==> src/rtl/flash_stream_pkg.sv <==
// flash_stream_pkg: FSM encoding and default widths
// shared by the flash stream reader and its FIFO.
package flash_stream_pkg;

  localparam int FS_ADDR_W = 23;
  localparam int FS_DATA_W = 16;

  typedef enum logic [2:0] {
    IDLE = 3'd0,
    SYNC = 3'd1,
    HOLD = 3'd2,
    REQ  = 3'd3,
    WAIT = 3'd4
  } fs_state_t;

endpackage

==> src/rtl/stream_fifo.sv <==
// stream_fifo: synchronous first-word-fall-through FIFO.
// push/din write, pop/dout read head, flush empties, count/empty/full status.
module stream_fifo #(
  parameter int DEPTH = 8,
  parameter int WIDTH = 16
) (
  input  logic                   clock,
  input  logic                   reset,
  input  logic                   flush,
  input  logic                   push,
  input  logic [WIDTH-1:0]       din,
  input  logic                   pop,
  output logic [WIDTH-1:0]       dout,
  output logic [$clog2(DEPTH):0] count,
  output logic                   empty,
  output logic                   full
);

  localparam int AW = $clog2(DEPTH);
  localparam int CW = AW + 1;

  logic [WIDTH-1:0] mem [DEPTH];
  logic [AW-1:0]    wptr;
  logic [AW-1:0]    rptr;
  logic             do_push;
  logic             do_pop;

  assign empty   = (count == '0);
  assign full    = (count == CW'(DEPTH));
  assign do_push = push && !full;
  assign do_pop  = pop && !empty;
  // Head reads as zero when empty so sample is clean after reset.
  assign dout    = empty ? '0 : mem[rptr];

  always_ff @(posedge clock) begin
    if (reset || flush) begin
      wptr  <= '0;
      rptr  <= '0;
      count <= '0;
    end else begin
      if (do_push) begin
        mem[wptr] <= din;
        wptr      <= wptr + 1'b1;
      end
      if (do_pop) begin
        rptr <= rptr + 1'b1;
      end
      if (do_push && !do_pop) begin
        count <= count + 1'b1;
      end else if (do_pop && !do_push) begin
        count <= count - 1'b1;
      end
    end
  end

endmodule

==> src/rtl/flash_stream_reader.sv <==
// flash_stream_reader: streams a flash word range into a FWFT buffer.
// start/range/loop/stop control, fm_* manager handshake, sample_* consumer side.
module flash_stream_reader
  import flash_stream_pkg::*;
#(
  parameter int ADDR_W     = FS_ADDR_W,
  parameter int DATA_W     = FS_DATA_W,
  parameter int FIFO_DEPTH = 8,
  parameter int TIMEOUT    = 255
) (
  input  logic              clock,
  input  logic              reset,
  input  logic              start,
  input  logic [ADDR_W-1:0] start_addr,
  input  logic [ADDR_W-1:0] end_addr,
  input  logic              loop,
  input  logic              stop,
  output logic              fm_writemode,
  output logic [ADDR_W-1:0] fm_raddr,
  output logic              fm_doread,
  input  logic              fm_busy,
  input  logic [DATA_W-1:0] fm_rdata,
  output logic [DATA_W-1:0] sample,
  output logic              sample_valid,
  input  logic              sample_ready,
  output logic              active,
  output logic              done,
  output logic              error
);

  localparam int CW = $clog2(FIFO_DEPTH) + 1;
  localparam int TW = $clog2(TIMEOUT + 1);

  fs_state_t         state;
  logic [ADDR_W-1:0] first_q;
  logic [ADDR_W-1:0] last_q;
  logic              loop_q;
  logic              stop_q;
  logic [TW-1:0]     tcnt;
  logic [CW-1:0]     count;
  logic              empty;
  logic              full;
  logic              push;
  logic              pop;
  logic              flush;
  logic              tmo;
  logic              room;
  logic              at_end;
  logic              bad_rng;

  assign fm_writemode = 1'b0;
  assign sample_valid = !empty;
  assign pop          = sample_valid && sample_ready;
  assign bad_rng      = end_addr < start_addr;
  assign flush        = (state == IDLE) && start && !bad_rng;
  // A stop seen during WAIT turns the returning word into a discard.
  assign push         = (state == WAIT) && !fm_busy
                        && !stop_q && !stop;
  assign tmo          = (tcnt == TW'(TIMEOUT - 1));
  assign at_end       = (fm_raddr == last_q);
  // Space after this cycle's push: a pop or at least two free slots now.
  assign room         = pop || (count < CW'(FIFO_DEPTH - 1));

  stream_fifo #(
    .DEPTH(FIFO_DEPTH),
    .WIDTH(DATA_W)
  ) u_fifo (
    .clock(clock),
    .reset(reset),
    .flush(flush),
    .push (push),
    .din  (fm_rdata),
    .pop  (pop),
    .dout (sample),
    .count(count),
    .empty(empty),
    .full (full)
  );

  always_ff @(posedge clock) begin
    if (reset) begin
      state     <= IDLE;
      fm_raddr  <= '0;
      first_q   <= '0;
      last_q    <= '0;
      loop_q    <= 1'b0;
      stop_q    <= 1'b0;
      tcnt      <= '0;
      fm_doread <= 1'b0;
      active    <= 1'b0;
      done      <= 1'b0;
      error     <= 1'b0;
    end else begin
      done <= 1'b0;
      tcnt <= tcnt + 1'b1;
      unique case (state)
        IDLE: begin
          if (start && bad_rng) begin
            error <= 1'b1;
            done  <= 1'b1;
          end else if (start) begin
            error    <= 1'b0;
            first_q  <= start_addr;
            last_q   <= end_addr;
            loop_q   <= loop;
            fm_raddr <= start_addr;
            active   <= 1'b1;
            tcnt     <= '0;
            state    <= SYNC;
          end
        end
        SYNC: begin
          if (stop) begin
            state  <= IDLE;
            active <= 1'b0;
            done   <= 1'b1;
          end else if (!fm_busy) begin
            state     <= REQ;
            fm_doread <= 1'b1;
            tcnt      <= '0;
          end else if (tmo) begin
            error  <= 1'b1;
            state  <= IDLE;
            active <= 1'b0;
            done   <= 1'b1;
          end
        end
        HOLD: begin
          if (stop) begin
            state  <= IDLE;
            active <= 1'b0;
            done   <= 1'b1;
          end else if (!full) begin
            state     <= REQ;
            fm_doread <= 1'b1;
            tcnt      <= '0;
          end
        end
        REQ: begin
          if (fm_busy) begin
            fm_doread <= 1'b0;
            stop_q    <= stop;
            tcnt      <= '0;
            state     <= WAIT;
          end else if (stop) begin
            fm_doread <= 1'b0;
            state     <= IDLE;
            active    <= 1'b0;
            done      <= 1'b1;
          end else if (tmo) begin
            fm_doread <= 1'b0;
            error     <= 1'b1;
            state     <= IDLE;
            active    <= 1'b0;
            done      <= 1'b1;
          end
        end
        WAIT: begin
          if (stop) begin
            stop_q <= 1'b1;
          end
          if (!fm_busy) begin
            tcnt <= '0;
            if (stop_q || stop || (at_end && !loop_q)) begin
              state  <= IDLE;
              active <= 1'b0;
              done   <= 1'b1;
            end else begin
              fm_raddr <= at_end ? first_q : fm_raddr + 1'b1;
              if (room) begin
                state     <= REQ;
                fm_doread <= 1'b1;
              end else begin
                state <= HOLD;
              end
            end
          end else if (tmo) begin
            error  <= 1'b1;
            state  <= IDLE;
            active <= 1'b0;
            done   <= 1'b1;
          end
        end
        default: begin
          fm_doread <= 1'b0;
          active    <= 1'b0;
          state     <= IDLE;
        end
      endcase
    end
  end

endmodule
==> config.mk <==
export PLATFORM = sky130hd
export DESIGN_NAME = flash_stream_reader
export DESIGN_NICKNAME = d
export VERILOG_FILES = /design/src/rtl/flash_stream_pkg.sv /design/src/rtl/stream_fifo.sv /design/src/rtl/flash_stream_reader.sv
export SDC_FILE = /design/constraint.sdc
export NUM_CORES = 1
export LEC_CHECK = 0
export BUFFER_PORTS_ARGS = -buffer_cell sky130_fd_sc_hd__buf_4
export CAP_MARGIN = 5
export CELL_PAD_IN_SITES_DETAIL_PLACEMENT = 0
export CELL_PAD_IN_SITES_GLOBAL_PLACEMENT = 2
export CORE_MARGIN = 3
export CORE_UTILIZATION = 44
export DETAILED_ROUTE_END_ITERATION = 12
export GPL_TIMING_DRIVEN = 0
export HOLD_SLACK_MARGIN = 0.1
export PLACE_DENSITY_LB_ADDON = 0.12
export SETUP_SLACK_MARGIN = 0.02
export SLEW_MARGIN = 20
export SYNTH_ARGS = -nofsm -noshare
export SYNTH_HDL_FRONTEND = slang
export SYNTH_SLANG_ARGS = --single-unit
==> constraint.sdc <==
create_clock -name clock -period 9.95 [get_ports clock]
set_input_delay 1.4925 -clock clock [delete_from_list [all_inputs] [get_ports clock]]
set_output_delay 1.4925 -clock clock [all_outputs]
set_load 0.02 [all_outputs]
---- Word level (Yosys, flattened, before mapping) ----
Memory sizes are Yosys's and may differ from the RTL's. A register that Yosys moved wholly into a read port is not among the register bits.
Index checks and enable logic that the tools add are counted.
word-level totals
  register bits after elaboration ......... 96
  bits in writable memories ............... 128
  input port bits ......................... 69
  output and inout bits ................... 45
  word-level logic and storage cells ...... 167
  memories ................................ 1
memories
  memory      depth  bits a word  read ports  clocked after Yosys merged registers in  wr ports  line               RTL
  u_fifo.mem  8      16           1           1                                        1         stream_fifo.sv:22  logic [WIDTH-1:0] mem [DEPTH];
operators by class
  add/subtract/negate cells ............... 6
  $lt $le $gt $ge ......................... 2
  equality and inequality tests ........... 26
  multiplexer cells ....................... 78
  bitwise logic cells ..................... 2
  reduce and logical (&&, ||, !) cells .... 38
operators with widths
  operator                                                count
  two-way mux 23 bit                                      5
  two-way mux 8 bit                                       7
  one-hot mux 23 bit (2 select lines)                     1
  two-way mux 1 bit                                       42
  one-hot mux 8 bit (5 select lines)                      1
  two-way mux 3 bit                                       12
  inequality test 2 bit (second input constant)           14
  adder 23 x 1 -> 23 bit (second input constant)          1
  equality test 23 bit                                    1
  less-than comparator 23 bit                             1
  two-way mux 16 bit                                      1
  one-hot mux 1 bit (5 select lines)                      3
  one-hot mux 3 bit (5 select lines)                      1
  logical AND 1 bit                                       12
  AND reduction 5 bit                                     2
  logical NOT 1 bit                                       9
  AND reduction 3 bit                                     3
  AND reduction 9 bit                                     1
  adder 8 x 1 -> 8 bit (second input constant)            1
  equality test 8 bit (second input constant)             1
  two-way mux 4 bit                                       2
  adder 3 x 1 -> 3 bit (second input constant)            2
  equality test 3 x 2 -> 1 bit (second input constant)    2
  inequality test 3 x 2 -> 1 bit (second input constant)  2
  18 further kinds                                        25

---- Logic depth before layout (Yosys ltp) ----
Gate-level depths: netlist of run 1.
  depth after elaboration ................. 9
  depth in mapped cells ................... 13

---- Modules after synthesis ----
From an unflattened synthesis of run 1, not the netlist that was laid out.
unflattened totals
  cell total of the unflattened synthesis .. 906
  area, all modules ....................... 10,821.6 sq um
modules (own cells, without submodules)
  module               instances  cells each  area each (sq um)  seq. area each (sq um)
  stream_fifo          1          276         5,510.3            4,103.9
  flash_stream_reader  1          630         5,311.3            1,721.7

---- Least setup slack after synthesis of run 1 ----
No wires, ideal clock.
  path kind ............................... input -> register
  start point ............................. in stop
  end point ............................... mem u_fifo.mem[4][0] (enable)
  arrival time ............................ 4.045 ns
  slack ................................... 5.469 ns
  stages on the path ...................... 4
  cells stage by stage .................... or2_2 > nor4_4 > nand2b_1 > nor4b_1
between the ends
  cells in the longest elaborated chain, start to end .. 6
RTL lines
  what                                     line                       RTL
  start, declared                          flash_stream_reader.sv:17  input logic stop,
  logical NOT 1 bit                        flash_stream_reader.sv:58  && !stop_q && !stop;
  logical AND 1 bit                        flash_stream_reader.sv:58
  logical AND 1 bit                        stream_fifo.sv:30          assign do_push = push && !full;
  net u_fifo.do_push                       stream_fifo.sv:25          logic do_push;
  two-way mux 1 bit                        stream_fifo.sv:41          if (do_push) begin
  two-way mux 1 bit                        stream_fifo.sv:36          if (reset || flush) begin
  two-way mux 1 bit (implied by the code)  stream_fifo.sv:42          mem[wptr] <= din;
  end, declared                            stream_fifo.sv:22
The timed path passes the listed nets, and every way through them passes these cells.

---- Final worst setup path of run 1 ----
  start point ............................. reg u_fifo.count[0]
  end point ............................... out sample[11]
between the ends
  cells in the longest elaborated chain, start to end .. 2
RTL lines
  what                    line                       RTL
  start, declared         stream_fifo.sv:14          output logic [$clog2(DEPTH):0] count,
  start signal, assigned  stream_fifo.sv:49          count <= count + 1'b1;
  start signal, assigned  stream_fifo.sv:51          count <= count - 1'b1;
  logical NOT 4 bit       stream_fifo.sv:28          assign empty = (count == '0);
  two-way mux 16 bit      stream_fifo.sv:33          assign dout = empty ? '0 : mem[rptr];
  end, declared           flash_stream_reader.sv:23  output logic [DATA_W-1:0] sample,
No other way between the ends.

==> results of run 1 <==
==> power groups by stage <==
stage | Sequential [mW] | Clock [mW] | Combinational [mW]
global route | 1.08 | 1.08 | 0.820
global placement | 1.09 | 0 | 0.754
detailed placement | 1.09 | 0 | 0.759
finish | 1.07 | 1.02 | 0.748
CTS | 1.07 | 1.04 | 0.760
floorplan | 1.10 | 0 | 0.488
==> metal layers <==
layer / vias up / part of all wire [%]
met2: 230 / 42
li1: 3647 / -
met4: 0 / 1.4
met5: - / 0
met3: 27 / 5.6
met1: 3756 / 51
==> worst register-to-register path, cell delays in order, from the launching register on <==
cell and delay [ns]:
dfxtp_1 0.30, clkbuf_1 0.20, nor2_2 0.33, nand2_1 0.35, nor4_4 0.49, nand2_1 0.25, nor4b_2 0.74, buf_2 0.33
==> state kept, by name (all words and copies together), names as in the netlist, named ones only <==
name	count
fm_raddr	23
state	3
first_q	23
stop_q	1
u_fifo.mem	128
u_fifo.wptr	3
tcnt	8
u_fifo.rptr	3
fm_doread	1
active	1
loop_q	1
done	1
last_q	23
error	1
u_fifo.count	4
==> worst max-delay path by stage <==
stage                     cells past startpoint          endpoint  slack (ns)
after floorplan                               4  u_fifo.mem[4][0]        5.47
after global placement                        5  u_fifo.mem[5][6]        3.35
after detailed placement                     11      fm_raddr[10]        5.77
after CTS                                     4        sample[11]        5.74
after global routing                          4        sample[11]        5.66
final                                         4        sample[11]        5.89
==> kinds of logic (layout without fill, tap and decap cells) <==
logic type	count (synthesis)	in the layout	synth area share, %
simple gates	260	260	11.3
flops	227	227	52.8
compound gates	120	120	8.89
mux	113	113	14.4
buf+inv	89	262	3.89
xor+xnor	59	59	5.06
fa+ha+maj	31	31	3.58
other cells	1	1	0.0340
==> stage by stage <==
stage               setup WS [ns]  power [mW]  cell area [sq um]  utilization (%)
floorplan                    5.47        1.58              11000                -
global placement             3.35        1.85              12300             50.2
detailed placement           5.77        1.85              12400             50.9
CTS                          5.74        2.87              13400             54.6
global route                 5.66        2.98              13400             54.6
finish                       5.89        2.84              13400             54.6
==> layout by cell type (no fill, tap or decap), types with 25 or more instances in the layout <==
cell and n:
ha_1 30, dfxtp_1 99, mux2i_1 66, clkbuf_1 33, inv_1 32, mux4_2 32
clkbuf_16 25, edfxtp_1 128, nor2_1 135, buf_4 120, xnor2_1 36, nand2_1 34
a21oi_1 31
==> cell type report <==
type / count / area, sq um / share of cell area (%)
tap: 324 / 405 / 3.04
buffer: 57 / 309 / 2.31
multi-input combinational: 584 / 4810 / 36.0
inverter: 32 / 120 / 0.899
clock inverter: 14 / 230 / 1.72
clock buffer: 32 / 682 / 5.11
timing repair buffer: 127 / 972 / 7.28
sequential: 227 / 5830 / 43.6
==> key figures, run 1 <==
Worst hold path
  • Hold Crit Endpoint: u_fifo.rptr[1]
  • Hold Path Stages: 2
  • Worst Hold Class: reg2reg
  • Hold_sp: u_fifo.rptr[1]

Timing
  • Final hold violations: 0
  • Worst hold slack: between 0.4 and 0.5 ns
  • Worst slew margin: 26.7%
  • Setup TNS: 0 ns
  • Endpoints failing setup: 0
  • Max-slew violations: 0
  • Worst-Margin Slew: around 1.1 ns
  • RSZ-0062 raised after global routing: no
  • Period utilization: about 40%
  • Final worst path period need: slightly above 4 ns
  • Peak Freq: 246 MHz
  • Clock skew: 0.0197 ns

GRT
  • Vias in the first global route: approximately 7400
  • Grt met2 use: between 30% and 40%
  • Overflow left after global routing: 0
  • Tot GR Track Use: a little over a fifth
  • Initial antenna violation count: 0
  • Met1 Use GR: approximately 36%
  • M3 GR Usage: 3.03%
  • Largest net degree at the start of global routing: 15
  • GR peak layer: met1
  • First-pass GRT wire length: approximately 45000 um

Synth
  • Yosys top cell by area: edfxtp_1
  • Area contributors post-synth: edfxtp_1, dfxtp_1, mux4_2
  • Synth top area share: 34.8%
  • Syn Nets: 1000
  • Number of synthesized flops with an enable pin: roughly 130
  • #FFs+latches synth: about 230
  • Top FF cell, synth: edfxtp_1
  • Ys async rst share: 0%
  • Synth cell types: 70
  • Post-Syn Area per Cell: 12.3 sq um
  • Post-Synthesis Cells: 900
  • Post-synth top cells: nor2_1, edfxtp_1, dfxtp_1, mux2i_1, xnor2_1
  • Most common cell in the netlist: nor2_1
  • Synth Cell Area: 0.0110 sq mm
  • Synth Warn #: 0
  • Register area share after synthesis: a little over half

Floorplan
  • Starting Density: 45.1%
  • Die width: about 160 um
  • Rows: 57
  • Io pins: roughly 110
  • Die Height: roughly 160 um
  • Die ar.: between 0.02 and 0.03 sq mm
  • Core area: 0.0245 sq mm

Run status
  • Status: complete, no violations

Setup path
  • Critical path's largest stage delay: slightly above 0.8 ns
  • Critical path's top delay family: simple AND/OR/NAND/NOR gates
  • CP Capture Type: primary output
  • Launching point of the worst reg2reg path: state[1]
  • Crit-path cells: nor4_2 > clkbuf_1 > nor2_1 > buf_4
  • Critical path's slowest cell: nor4_2
  • R2R setup slack: about 6.7 ns
  • Data required, critical path: 8.46 ns
  • CP Class: reg2out
  • Max FO, Critical Path: 10
  • Worst setup SP type: register
  • WP data arrival: about 2.6 ns
  • Crit path from: u_fifo.count[0]
  • RR Endpoint: u_fifo.mem[5][1]
  • Worst path bufs/invs: 2
  • Reg2Reg Depth: 7

Power
  • Switching fraction of total power: between 20% and 30%
  • Combinational share of power: about a quarter
  • Pint: approximately 2.0 mW
  • P_leak: around 5.2 nW
  • Clock share of power: between 30% and 40%
  • Power Dens Cells: 213 mW/mm^2
  • Flop pwr share: a little under two fifths
  • Switch Pwr: ~0.84 mW
  • Worst vdd ir: about 140 uV

Drt
  • DRT antenna net count: 0
  • WL per Instance: 21.0 um
  • 1st-pass router iterations: 5
  • Via-per-instance ratio: around 5.5
  • Vias: approximately 7700
  • Iteration-0 DRC Markers: 592
  • Final wirelength: roughly 29000 um
  • DRC: 0

Clock tree
  • Number of H-tree levels: 1
  • CTS Buf Count: 25
  • Clock Sinks: between 200 and 250
  • Setup Buffers After CTS: 0
  • Clock Tree Buf Depth: 3
  • CTS tree: done
  • PostCTS Resize Cnt: 0
  • Hold Buf Count CTS: 0
  • Worst skew pair latency: between 0.5 and 0.6 ns
  • Worst-path clk slew: around 0.060 ns
  • Root Driver: clkbuf_16

Place
  • Final GP Congestion: roughly 0.86
  • PortBufs: 111
  • DP HPWL: 22000 um
  • Post-Place Cells: 1351

Finish
  • Layout cells sized above 1: roughly 28%
  • Layout Cells excl Fill: 1397
  • Area grow syn2layout: 21.1%
  • ANT cells: 0
  • Final nets: about 1200
  • Fillers: about 2200

Run
  • Max-Cap Viols: 0
Power figures use the tool's default switching activity.
==> run 2: changes to the inputs <==
--- a/config.mk
+++ b/config.mk
@@ -5,12 +5,13 @@
 export SDC_FILE = /design/constraint.sdc
 export NUM_CORES = 1
 export LEC_CHECK = 0
+export ABC_AREA = 1
 export BUFFER_PORTS_ARGS = -buffer_cell sky130_fd_sc_hd__buf_4
 export CAP_MARGIN = 5
 export CELL_PAD_IN_SITES_DETAIL_PLACEMENT = 0
 export CELL_PAD_IN_SITES_GLOBAL_PLACEMENT = 2
 export CORE_MARGIN = 3
-export CORE_UTILIZATION = 44
+export CORE_UTILIZATION = 36
 export DETAILED_ROUTE_END_ITERATION = 12
 export GPL_TIMING_DRIVEN = 0
 export HOLD_SLACK_MARGIN = 0.1
==> constraint.sdc (replaced) <==
create_clock -name clock -period 4.2 [get_ports clock]
set_input_delay 0.63 -clock clock [delete_from_list [all_inputs] [get_ports clock]]
set_output_delay 0.63 -clock clock [all_outputs]
set_load 0.02 [all_outputs]
==> key figures, run 2 <==
Run status
  • Status: complete, no violations

Finish
  • ANT cells: 0 (unchanged)
  • Area grow syn2layout: 21.4%
  • Reg with most FFs: u_fifo.mem
  • Final nets: 1576 (+37%)
  • Layout cells sized above 1: 13.7% (-14 points)
  • Most frequent cells in the layout: nand2_1, nor2_1, o21ai_0
  • Max reg flops: 128 (unchanged)
  • Commonest non-fill, non-tap cell in the layout: nand2_1
  • Layout Cells excl Fill: 1886 (+35%)
  • Fin util: 44.8% (-9.8 points)
  • Design Area, Final: 0.0134 sq mm (+0.38%)
  • Fillers: 3041 (+40%)

Drt
  • 1st-pass router iterations: 6 (+1)
  • Via-per-instance ratio: 5.02 (-8.5%)
  • Vias: 9459 (+23%)
  • DRT antenna net count: 0 (unchanged)
  • Final wirelength: 35600 um (+21%)
  • WL per Instance: 18.9 um (-10%)
  • Iteration-0 DRC Markers: 629 (+6.3%)
  • DRC: 0 (unchanged)

Clock tree
  • CTS Buf Count: 26 (+4.0%)
  • Root Driver: clkbuf_16
  • Hold Buf Count CTS: 0 (unchanged)
  • Worst skew pair latency: 0.54 ns (about the same)
  • PostCTS Resize Cnt: 0 (unchanged)
  • Clock Tree Buf Depth: 3 (unchanged)
  • Setup Buffers After CTS: 0 (unchanged)
  • Clock Sinks: 227 (unchanged)
  • Worst-path clk slew: 0.06 ns (about the same)
  • Number of H-tree levels: 1 (unchanged)
  • CTS tree: done

GRT
  • First-pass GRT wire length: 54000 um (+20%)
  • Initial antenna violation count: 0 (unchanged)
  • Largest net degree at the start of global routing: 15 (unchanged)
  • Vias in the first global route: 9042 (+22%)
  • Tot GR Track Use: 21.1% (-0.81 points)
  • Overflow left after global routing: 0 (unchanged)

Setup path
  • Most common cell on crit path: clkbuf_1
  • Data required, critical path: 3.57 ns (-4.89 ns)
  • Crit-path cells: clkbuf_1 > clkinv_1 > clkbuf_1 > nor2_1 > o22ai_1 > o21ai_0 > a31oi_1 > buf_4
  • Critical path's largest stage delay: 0.49 ns (-0.33 ns)
  • Critical path's slowest cell: clkbuf_1
  • Worst setup SP type: register
  • WP data arrival: 3.14 ns (+0.57 ns)
  • CP Class: reg2out
  • CP Capture Type: primary output
  • Max FO, Critical Path: 10 (unchanged)

Place
  • Worst slack, placed: 0.754 ns (-5.02 ns)
  • Final GP Congestion: 0.847 (-1.9%)
  • Placed cell areas: 0.0125 sq mm (+0.36%)
  • DP HPWL: 26100 um (+19%)
  • PortBufs: 110 (-0.90%)
  • Post-Place Cells: 1838 (+36%)

Synth
  • Synth Cell Area: 0.0110 sq mm (+0.10%)
  • Register area share after synthesis: 52.8% (-0.054 points)
  • Ys async rst share: 0% (unchanged)
  • Post-synth top cells: nand2_1, nor2_1, o21ai_0, edfxtp_1, inv_1
  • Area contributors post-synth: edfxtp_1, dfxtp_1, nand2_1
  • #FFs+latches synth: 227 (unchanged)
  • Most common cell in the netlist: nand2_1
  • Synth Warn #: 0 (unchanged)
  • Post-Synthesis Cells: 1330 (+48%)
  • Number of synthesized flops with an enable pin: 128 (unchanged)
  • Top FF cell, synth: edfxtp_1
  • Syn Nets: 1430 (+43%)
  • Post-Syn Area per Cell: 8.30 sq um (-32%)
  • Synth cell types: 41 (-41%)
  • Yosys top cell by area: edfxtp_1
  • Synth top area share: 34.8% (-0.036 points)

Timing
  • Fin worst setup slack: 0.426 ns (-5.46 ns)
  • Worst hold slack: 0.329 ns (-0.158 ns)
  • Peak Freq: 265 MHz
  • Setup TNS: 0 ns (unchanged)
  • Max-slew violations: 0 (unchanged)
  • Final worst path period need: about 3.8 ns
  • Endpoints failing setup: 0 (unchanged)
  • RSZ-0062 raised after global routing: no
  • Final hold violations: 0 (unchanged)
  • Clock skew: 0.0142 ns (-0.00548 ns)
  • Worst slew margin: 39.4% (+13 points)
  • Period utilization: about nine tenths
  • Worst-Margin Slew: 0.909 ns (-0.174 ns)

Power
  • P_leak: 5.56 nW (+6.9%)
  • Power Dens Cells: 526 mW/mm^2 (+150%)
  • Worst vdd ir: 281 uV (+100%)
  • Total power: 7.05 mW (+150%)

Worst hold path
  • Worst Hold Class: in2reg

Floorplan
  • Starting Density: 36.9% (-8.2 points)
  • Io pins: 114 (unchanged)
  • Die width: 181 um (+10%)
  • Rows: 63 (+11%)
  • Core area: 0.0300 sq mm (+22%)
  • Die ar.: 0.0328 sq mm (+21%)
  • Die Height: 181 um (+10%)

Run
  • Max-Cap Viols: 0 (unchanged)
## run 2: cell types whose count changed in the layout (fill, tap and decap cells not counted), moves of 16 or more
cell	before	now
nand2_1	34	273
o21ai_0	13	131
nor2_1	135	232
inv_1	32	110
mux2i_1	66	0
a21oi_1	31	70
mux4_2	32	0
xnor2_1	36	6
o21ai_1	0	26
a221oi_2	20	0
o22ai_1	2	18
## run 2: per-layer routing
layer  part of all wire (%)  up-vias  global-route usage [%]
met5                      0        -                       0
met4                    1.9        0                    4.20
met3                    4.6       44                    3.08
met2                     43      231                    32.2
met1                     50     4469                    31.9
li1                       -     4715                       -
## run 2: area by class of cell
class | count | area (sq um) | area share [%]
inverters | 123 | 462 | 3.44
well taps | 390 | 488 | 3.64
clock buffers | 28 | 658 | 4.91
multi-input cells | 923 | 4500 | 33.6
flip-flops and latches | 227 | 5830 | 43.5
repair buffers | 118 | 938 | 7.00
clock inverters | 20 | 259 | 1.93
plain buffers | 57 | 273 | 2.03
## run 2: path summary, 6_finish.rpt
check	startpoint	endpoint	slack, ns	cells past startpoint
worst max-delay path	register	sample[5]	0.43	8
worst min-delay path	fm_rdata[9]	u_fifo.mem[4][9]	0.33	1
worst min register to register	first_q[7]	first_q[7]	0.46	2
worst max register to register	state[1]	u_fifo.count[3]	1.28	14
## run 2: report_power, final
group / total (mW) / switching (mW) / internal [mW]
sequential: 2.56 / 0.105 / 2.46
clock: 2.42 / 0.967 / 1.45
combinational: 2.07 / 1.36 / 0.705
total: 7.05 / 2.43 / 4.61
## run 2: cells by family after synthesis
logic type	Yosys count	synth area share [%]
compound gates	271	13.0
xor+xnor	27	2.14
fa+ha+maj	31	3.58
buf+inv	180	6.65
flops	227	52.8
other cells	1	0.0340
simple gates	593	21.9
## run 2: critical path, delay by kind of cell, from the launching register on
family	cells	cell delay, ns
AO/OA/AOI/OAI	3	0.53
buffers and inverters	4	1.56
flip-flops	1	0.35
AND/OR/NAND/NOR	1	0.18
